`config.mk`:
```
export PLATFORM = sky130hd
export DESIGN_NAME = lsu_load_store_unit
export DESIGN_NICKNAME = d
export VERILOG_FILES = /design/src/rtl/lsu_load_store_unit.sv
export SDC_FILE = /design/constraint.sdc
export NUM_CORES = 1
export LEC_CHECK = 0
export BUFFER_PORTS_ARGS = -buffer_cell sky130_fd_sc_hd__clkbuf_2
export CORE_MARGIN = 4
export CORE_UTILIZATION = 45
export CTS_BUF_LIST = sky130_fd_sc_hd__clkbuf_4 sky130_fd_sc_hd__clkbuf_8 sky130_fd_sc_hd__clkbuf_16
export CTS_CLUSTER_SIZE = 10
export DETAILED_ROUTE_END_ITERATION = 12
export PLACE_DENSITY = 0.84
export SYNTH_ARGS = -nofsm -noshare
export SYNTH_HDL_FRONTEND = slang
export SYNTH_SLANG_ARGS = --single-unit
```
`constraint.sdc`:
```
create_clock -name clk -period 1.9 [get_ports clk]
set_input_delay 0.19 -clock clk [delete_from_list [all_inputs] [get_ports clk]]
set_output_delay 0.19 -clock clk [all_outputs]
set_load 0.02 [all_outputs]
```
`src/rtl/lsu_load_store_unit.sv`:
```
// lsu_load_store_unit: memory-stage load/store unit with req/ready handshake, lane alignment and load extension
module lsu_load_store_unit #(
   parameter int TIMEOUT_CYCLES = 255
) (
   input  logic        clk,
   input  logic        rst,
   input  logic        ex_valid,
   input  logic        ex_is_load,
   input  logic        ex_is_store,
   input  logic [2:0]  ex_funct3,
   input  logic [31:0] ex_addr,
   input  logic [31:0] ex_store_data,
   output logic        lsu_busy,
   output logic        lsu_done,
   output logic [31:0] load_data,
   output logic        lsu_fault,
   output logic [1:0]  fault_cause,
   output logic        mem_req,
   output logic        mem_we,
   output logic [31:0] mem_addr,
   output logic [31:0] mem_wdata,
   output logic [3:0]  mem_be,
   input  logic        mem_ready,
   input  logic [31:0] mem_rdata
);
   typedef enum logic [1:0] {IDLE, REQ, DONE, FAULT} state_t;
   state_t      state;
   logic [15:0] cnt;
   logic [2:0]  f3;
   logic [1:0]  off;
   logic        op, illegal, misaligned;
   logic [31:0] wdata, ext;
   logic [3:0]  be;
   logic [7:0]  b;
   logic [15:0] h;
   // decode the presented op and build store lanes and extended load data
   always_comb begin
      op = ex_valid && (ex_is_load || ex_is_store);
      illegal = (ex_is_load && ex_is_store) ||
                (ex_is_load && (ex_funct3 == 3'b011 || ex_funct3[2:1] == 2'b11)) ||
                (ex_is_store && (ex_funct3 == 3'b011 || ex_funct3[2]));
      misaligned = (ex_funct3[1:0] == 2'b01 && ex_addr[0]) || (ex_funct3[1:0] == 2'b10 && ex_addr[1:0] != 2'b00);
      wdata = ex_funct3[1:0] == 2'b00 ? {4{ex_store_data[7:0]}} :
              ex_funct3[1:0] == 2'b01 ? {2{ex_store_data[15:0]}} : ex_store_data;
      be = !ex_is_store ? 4'b1111 :
           ex_funct3[1:0] == 2'b00 ? 4'b0001 << ex_addr[1:0] :
           ex_funct3[1:0] == 2'b01 ? (ex_addr[1] ? 4'b1100 : 4'b0011) : 4'b1111;
      b = mem_rdata[{off, 3'b000} +: 8];
      h = mem_rdata[{off[1], 4'b0000} +: 16];
      ext = f3[1:0] == 2'b00 ? {{24{b[7] & ~f3[2]}}, b} :
            f3[1:0] == 2'b01 ? {{16{h[15] & ~f3[2]}}, h} : mem_rdata;
      lsu_busy = (state == IDLE && op) || state == REQ;
   end
   // access sequencer: accept or fault in IDLE, wait for ready or timeout in REQ, one-cycle result pulses
   always_ff @(posedge clk) begin
      if (rst) begin
         state       <= IDLE;
         cnt         <= '0;
         f3          <= '0;
         off         <= '0;
         lsu_done    <= 1'b0;
         lsu_fault   <= 1'b0;
         fault_cause <= '0;
         load_data   <= '0;
         mem_req     <= 1'b0;
         mem_we      <= 1'b0;
         mem_addr    <= '0;
         mem_wdata   <= '0;
         mem_be      <= '0;
      end else begin
         lsu_done  <= 1'b0;
         lsu_fault <= 1'b0;
         case (state)
            IDLE: if (op) begin
               if (illegal || misaligned) begin
                  fault_cause <= illegal ? 2'b10 : 2'b01;
                  lsu_fault   <= 1'b1;
                  state       <= FAULT;
               end else begin
                  mem_req   <= 1'b1;
                  mem_we    <= ex_is_store;
                  mem_addr  <= {ex_addr[31:2], 2'b00};
                  mem_wdata <= wdata;
                  mem_be    <= be;
                  f3        <= ex_funct3;
                  off       <= ex_addr[1:0];
                  cnt       <= '0;
                  state     <= REQ;
               end
            end
            REQ: if (mem_ready) begin
               mem_req  <= 1'b0;
               lsu_done <= 1'b1;
               if (!mem_we) load_data <= ext;
               state    <= DONE;
            end else if (cnt == 16'(TIMEOUT_CYCLES - 1)) begin
               mem_req     <= 1'b0;
               fault_cause <= 2'b11;
               lsu_fault   <= 1'b1;
               cnt         <= '0;
               state       <= FAULT;
            end else begin
               cnt <= cnt + 16'd1;
            end
            default: state <= IDLE;
         endcase
      end
   end
endmodule

```
==> After elaboration in Yosys (flattened, before gate mapping) <==
Cells that the tools add are included.
W data, S select, Z words.
{ "totals": {"reg_bits": 127, "latch_bits": 0, "ram_bits": 0, "mem_bits_ro": 0, "input_bits": 105, "elab_cells": 97, "n_memories": 0} }
{ "classes": {"add_sub_neg": 1, "n_mul": 0, "div_mod_pow": 0, "order_cmp": 0, "eq_ne": 13, "n_shift": 3, "n_mux": 34, "n_bitwise": 6, "n_reduce_logical": 27} }
{ "op_table": {"columns": ["cell", "count"], "rows": [
  ["$mux W32", 4],
  ["$mux W16", 4],
  ["$pmux W16 S2", 1],
  ["$shiftx A32 B6 Y16", 1],
  ["$shiftx A32 B6 Y8", 1],
  ["$add A16 B1 Y16 const B", 1],
  ["$eq A16 B8 Y1 const B", 1],
  ["$mux W2", 8],
  ["$mux W4", 4],
  ["$mux W1", 9],
  ["$logic_or A1 B1 Y1", 8],
  ["$pmux W2 S2", 2],
  ["$reduce_and A4 Y1", 2],
  ["$logic_and A1 B1 Y1", 7],
  ["$eq A2 B1 Y1 const B", 3],
  ["$logic_not A2 Y1", 3],
  ["$ne A2 B2 Y1 const B", 3],
  ["$reduce_and A3 Y1", 2],
  ["$reduce_and A5 Y1", 1],
  ["$eq A2 B2 Y1 const B", 2],
  ["$ne A2 B1 Y1 const B", 2],
  ["$not A1 Y1", 4],
  ["$pmux W1 S2", 2],
  ["$reduce_bool A2 Y1", 2],
  ["6 further kinds", 7]
]} }

==> Longest topological paths before layout <==
{ "logic_depth": {"depth_word": 9, "ltp_mapped": 8} }

==> Least setup slack after synthesis <==
Ideal clock, no wire load.
{ "synth_timing": {"path_kind": "register -> register", "start": "register cnt[0]", "end": "register cnt[14]", "setup_time_ps": 132, "arrival_time_ps": 1907, "slack_ps": -139, "path_stages_with_launch": 9, "cell_sequence": "dfxtp_1 inv_1 ha_1 or4b_4 o41ai_4 buf_6 a21oi_1 o31ai_1 a21oi_1"} }
{ "synth_between": {"elab_chain_len": 4, "elab_cells_between_ends": 5, "classes_between": "add/sub: 1; eq/ne: 1; mux: 3"} }
{ "synth_rtl": {"columns": ["item", "line_no", "rtl"], "rows": [
  ["from (decl)", "28", "logic [15:0] cnt;"],
  ["from (signal assigned)", "103", "cnt <= cnt + 16'd1;"],
  ["$add A16 B1 Y16 or $eq A16 B8 Y1 (tied branches)", "103, 96", null],
  ["$mux W16 *", "96", "end else if (cnt == 16'(TIMEOUT_CYCLES - 1)) begin"],
  ["$mux W16 *", "91", "REQ: if (mem_ready) begin"],
  ["$pmux W16 S2 *", "73", "case (state)"]
]} }
Mark *: on every way between the ends. The rest lies on a longest branch, timed or not. The select of a mux whose other input is x is not followed.
A chain may end at the register's enable or synchronous reset.

==> Final worst setup path <==
{ "layout_timing": {"start": "register cnt[0]", "end": "register fault_cause[0]"} }
{ "layout_between": {"elab_chain_len": 3} }
{ "layout_rtl": {"columns": ["item", "line_no", "rtl"], "rows": [
  ["$eq A16 B8 Y1", "96", null],
  ["$ne A2 B1 Y1 (no line)", null, null],
  ["$reduce_and A5 Y1 (no line)", null, null],
  ["to (signal assigned)", "76", "fault_cause <= illegal ? 2'b10 : 2'b01;"],
  ["to (decl)", "17", "output logic [1:0] fault_cause,"]
]} }
No other way between the ends.

==> metrics.md <==
| Metric | Value |
|---|---|
| Status | `finished with violations` |
| Failing checks | `negative setup slack` |
| PwrDens | `between 900 and 1000 mW/mm2` |
| Synth warnings | `0` |
| WP data arrival | `about 2400 ps` |
| Critical path class | `register to register` |
| Io pins | `around 210` |
| CP bufs+invs | `3` |
| H-tree depth | `4` |
| Die Area | `0.01489 mm2` |
| First-pass GRT wire length | `30730 um` |
| CTS tree | `built` |
| Layout cells sized above 1 | `0.3481` |
| Initial antenna violation count | `0` |
| ANT nets after route | `0` |
| Avg Inst Size Synth | `8.158 um2` |
| Cells along the critical path | `inv_2, ha_4, or4b_4, o41ai_4, buf_4, buf_6, a31oi_4, a311oi_2` |
| DPL Wire Length | `13060 um` |
| Yosys reg bits | `127` |
| Final hold viol count | `0` |
| Number of synthesized flops with an enable pin | `0` |
| Final setup vio count | `13` |
| CTS Buffer Depth | `2` |
| VDD IR max | `a little over 0.6 mV` |
| Register area | `0.002545 mm2` |
| Crit path required time | `about 2200 ps` |
| Global Route Usage Sum | `0.2595` |
| Clk sinks | `between 100 and 150` |
| Area delta synth->final | `44.15%` |
| Clock transition at path regs | `60 ps` |
| Final min period | `between 2000 and 2500 ps` |
| N_diodes | `0` |
| Mean routed wirelength per cell | `16.85 um` |
| IO Port Bufs | `209` |
| Final WL | `19590 um` |
| CP max-delay cell | `or4b_4` |
| Clk root buf | `clkbuf_16` |
| Die Y | `approximately 120 um` |
| Worst Skew | `10.02 ps` |
| Family with the most delay on the worst path | `compound AO/OA/AOI/OAI gates` |
| Worst-path fanout max | `3` |
| Worst-skew pair later-pin latency | `420 ps` |
| Largest net degree at the start of global routing | `64` |
| Area of the multi-input gates | `0.003138 mm2` |
| RSZ-0062 raised after global routing | `true` |
| Synth cell types | `between 50 and 60` |
| Worst-margin pin slew | `688.7 ps` |
| Via count | `around 6.4k` |
| Setup crit start kind | `register` |
| Number of remaining DRC errors | `0` |
| Syn Inst Count | `about 720` |
| Die Wd | `122.0 um` |
| Tightest Hold Check Type | `input pin to register` |
| Slew Viols, Final | `0` |
| Post-synthesis sequential area ratio | `0.4347` |
| Top_reg_cell synth | `dfxtp_1` |
| Placed Cells | `between 1k and 1.5k` |
| Hold_ws | `about 26 ps` |
| Initial Utilization | `0.4616` |
| Mapped Area | `0.005849 mm2` |
| Vias in the first global route | `6066` |
| Max-cap violations | `0` |
| Max Clk Rate | `497.1 MHz` |
| TritonRoute pass-1 iters | `7` |
| DRT iter0 DRCs | `547` |
| TritonCTS Buffers | `17` |
| Grt total ovfl | `0` |
| Fin crit share | `1.059` |
| Largest stage delay on the critical path | `between 400 and 500 ps` |
| Final setup margin | `-111.6 ps` |
| Worst Setup End Kind | `register` |
| Fraction of registers with async set/reset | `0` |
| Core footprint | `roughly 0.013 mm2` |
| Num rows | `41` |
| Fin cells | `roughly 1.2k` |
| FILL cells | `1023` |
| Leak | `3.576 nW` |
| Vias per cell | `5.477` |
| Slew headroom | `0.5409` |
| Placer Congestion | `0.8493` |
| Layout Nets | `1085` |
[worst paths after layout]
check                        end  cells after the start   startpoint  slack (ps)
hold / removal       mem_addr[3]                      3   ex_addr[3]          30
setup reg to reg  fault_cause[0]                      8       cnt[0]        -110
hold reg to reg      mem_addr[4]                      2  mem_addr[4]         450
setup / recovery  fault_cause[0]                      8       cnt[0]        -110
[tightest hold or removal path, stage by stage]
cell      delay (ps)
clkbuf_2         100
nand2_1           50
a21oi_1           50
[repair_timing]
action / CTS / global route
gates cloned: 1 / 0
endpoints found under the setup margin: 27 / 36
hold buffers: 28 / 0
pin swaps: 15 / 7
resized for setup: 17 / 14
endpoints found under the hold margin: 28 / 0
setup buffers: 4 / 3
[synth_stat cells (5+ instances only)]
cell      count  share of area
o21ai_0      33          0.028
a21oi_1      74          0.063
nand2b_1      6         0.0064
nor2_1       77          0.049
a211oi_1     41          0.053
mux2_2        7          0.013
mux4_2        8          0.031
mux2i_1      25          0.043
nor3_1       16          0.014
clkbuf_1     34          0.022
nand3_1       9         0.0077
a31oi_1       8         0.0086
nand2_1     153          0.098
nor2b_1       5         0.0053
dfxtp_1     127           0.43
a311oi_1     14          0.021
buf_2        13          0.011
inv_1         8         0.0051
[sequential cells by signal, summed over array words and instances, names as in the netlist]
register and cells:
load_data 32, mem_wdata 32, mem_addr 30, cnt 16, mem_be 4, f3 3
fault_cause 2, off 2, state 2, lsu_done 1, lsu_fault 1, mem_req 1
mem_we 1
[area by class of cell]
cell class,count,area share
Multi-Input combinational cell,528,0.3722
Inverter,8,0.003561
Clock inverter,10,0.01855
Clock buffer,22,0.05861
Sequential cell,127,0.3018
Timing Repair Buffer,296,0.2198
Tap cell,172,0.02552
[layout by cell type, fill, tap and decap left out, drive strengths merged, types with 2 or more instances in the layout]
master and instances:
mux4 8, a211oi 41, inv 8, o21ai 33, and4 2, dfxtp 127
nand2 153, clkbuf 230, mux2i 25, nor3b 3, a32oi 3, mux2 7
nand3b 2, nor2b 5, nand2b 6, a21o 2, a311oi 14, conb 2
nand3 9, dlygate4sd3 28, a21oi 74, ha 2, or4 2, nand4 3
buf 60, or3 4, a31oi 8, nor2 79, o31ai 4, bufinv 4
nor4 4, nor3 16, or2 2, clkinv 5
[cells by family (layout without fill, tap and decap cells)]
kind of cell	Yosys count	after routing	share of synthesized area
compound gates	186	186	0.1996
xor+xnor	1	1	0.001498
fa+ha+maj	2	2	0.004277
buf+inv	64	336	0.05155
flops	127	127	0.4347
mux	40	40	0.08706
other cells	1	2	0.0006411
simple gates	296	297	0.2207
[layer usage]
metal / wire length [um] / up-vias / GRT usage
met2: 9802 / 321 / 0.4454
met1: 7461 / 2954 / 0.3051
met5: 0 / - / 0
met3: 1944 / 41 / 0.08682
met4: 386 / 0 / 0.08543
li1: - / 3054 / -
[report_power, final]
part	internal (mW)	switching (mW)
Sequential	2.80	0.0815
Combinational	0.498	0.721
Clock	2.36	1.20
[metrics by stage]
| step | setup slack, ps | cell area [um2] | utilization | total power, mW | TNS (ps) |
|---|---|---|---|---|---|
| 6_report | -111.6 | 8432 | 0.6654 | 7.658 | -655.6 |
| 3_5_place_dp | -247.0 | 7288 | 0.5752 | 4.034 | -4401 |
| 4_1_cts | -119.6 | 8328 | 0.6573 | 7.657 | -994.9 |
| 3_3_place_gp | -191.4 | 7288 | 0.5752 | 4.013 | -3065 |
| 5_1_grt | -201.5 | 8432 | 0.6654 | 7.937 | -2616 |
| 2_1_floorplan | -42.42 | 5861 | - | 3.580 | -42.42 |
Power figures use the tool's default switching activity.
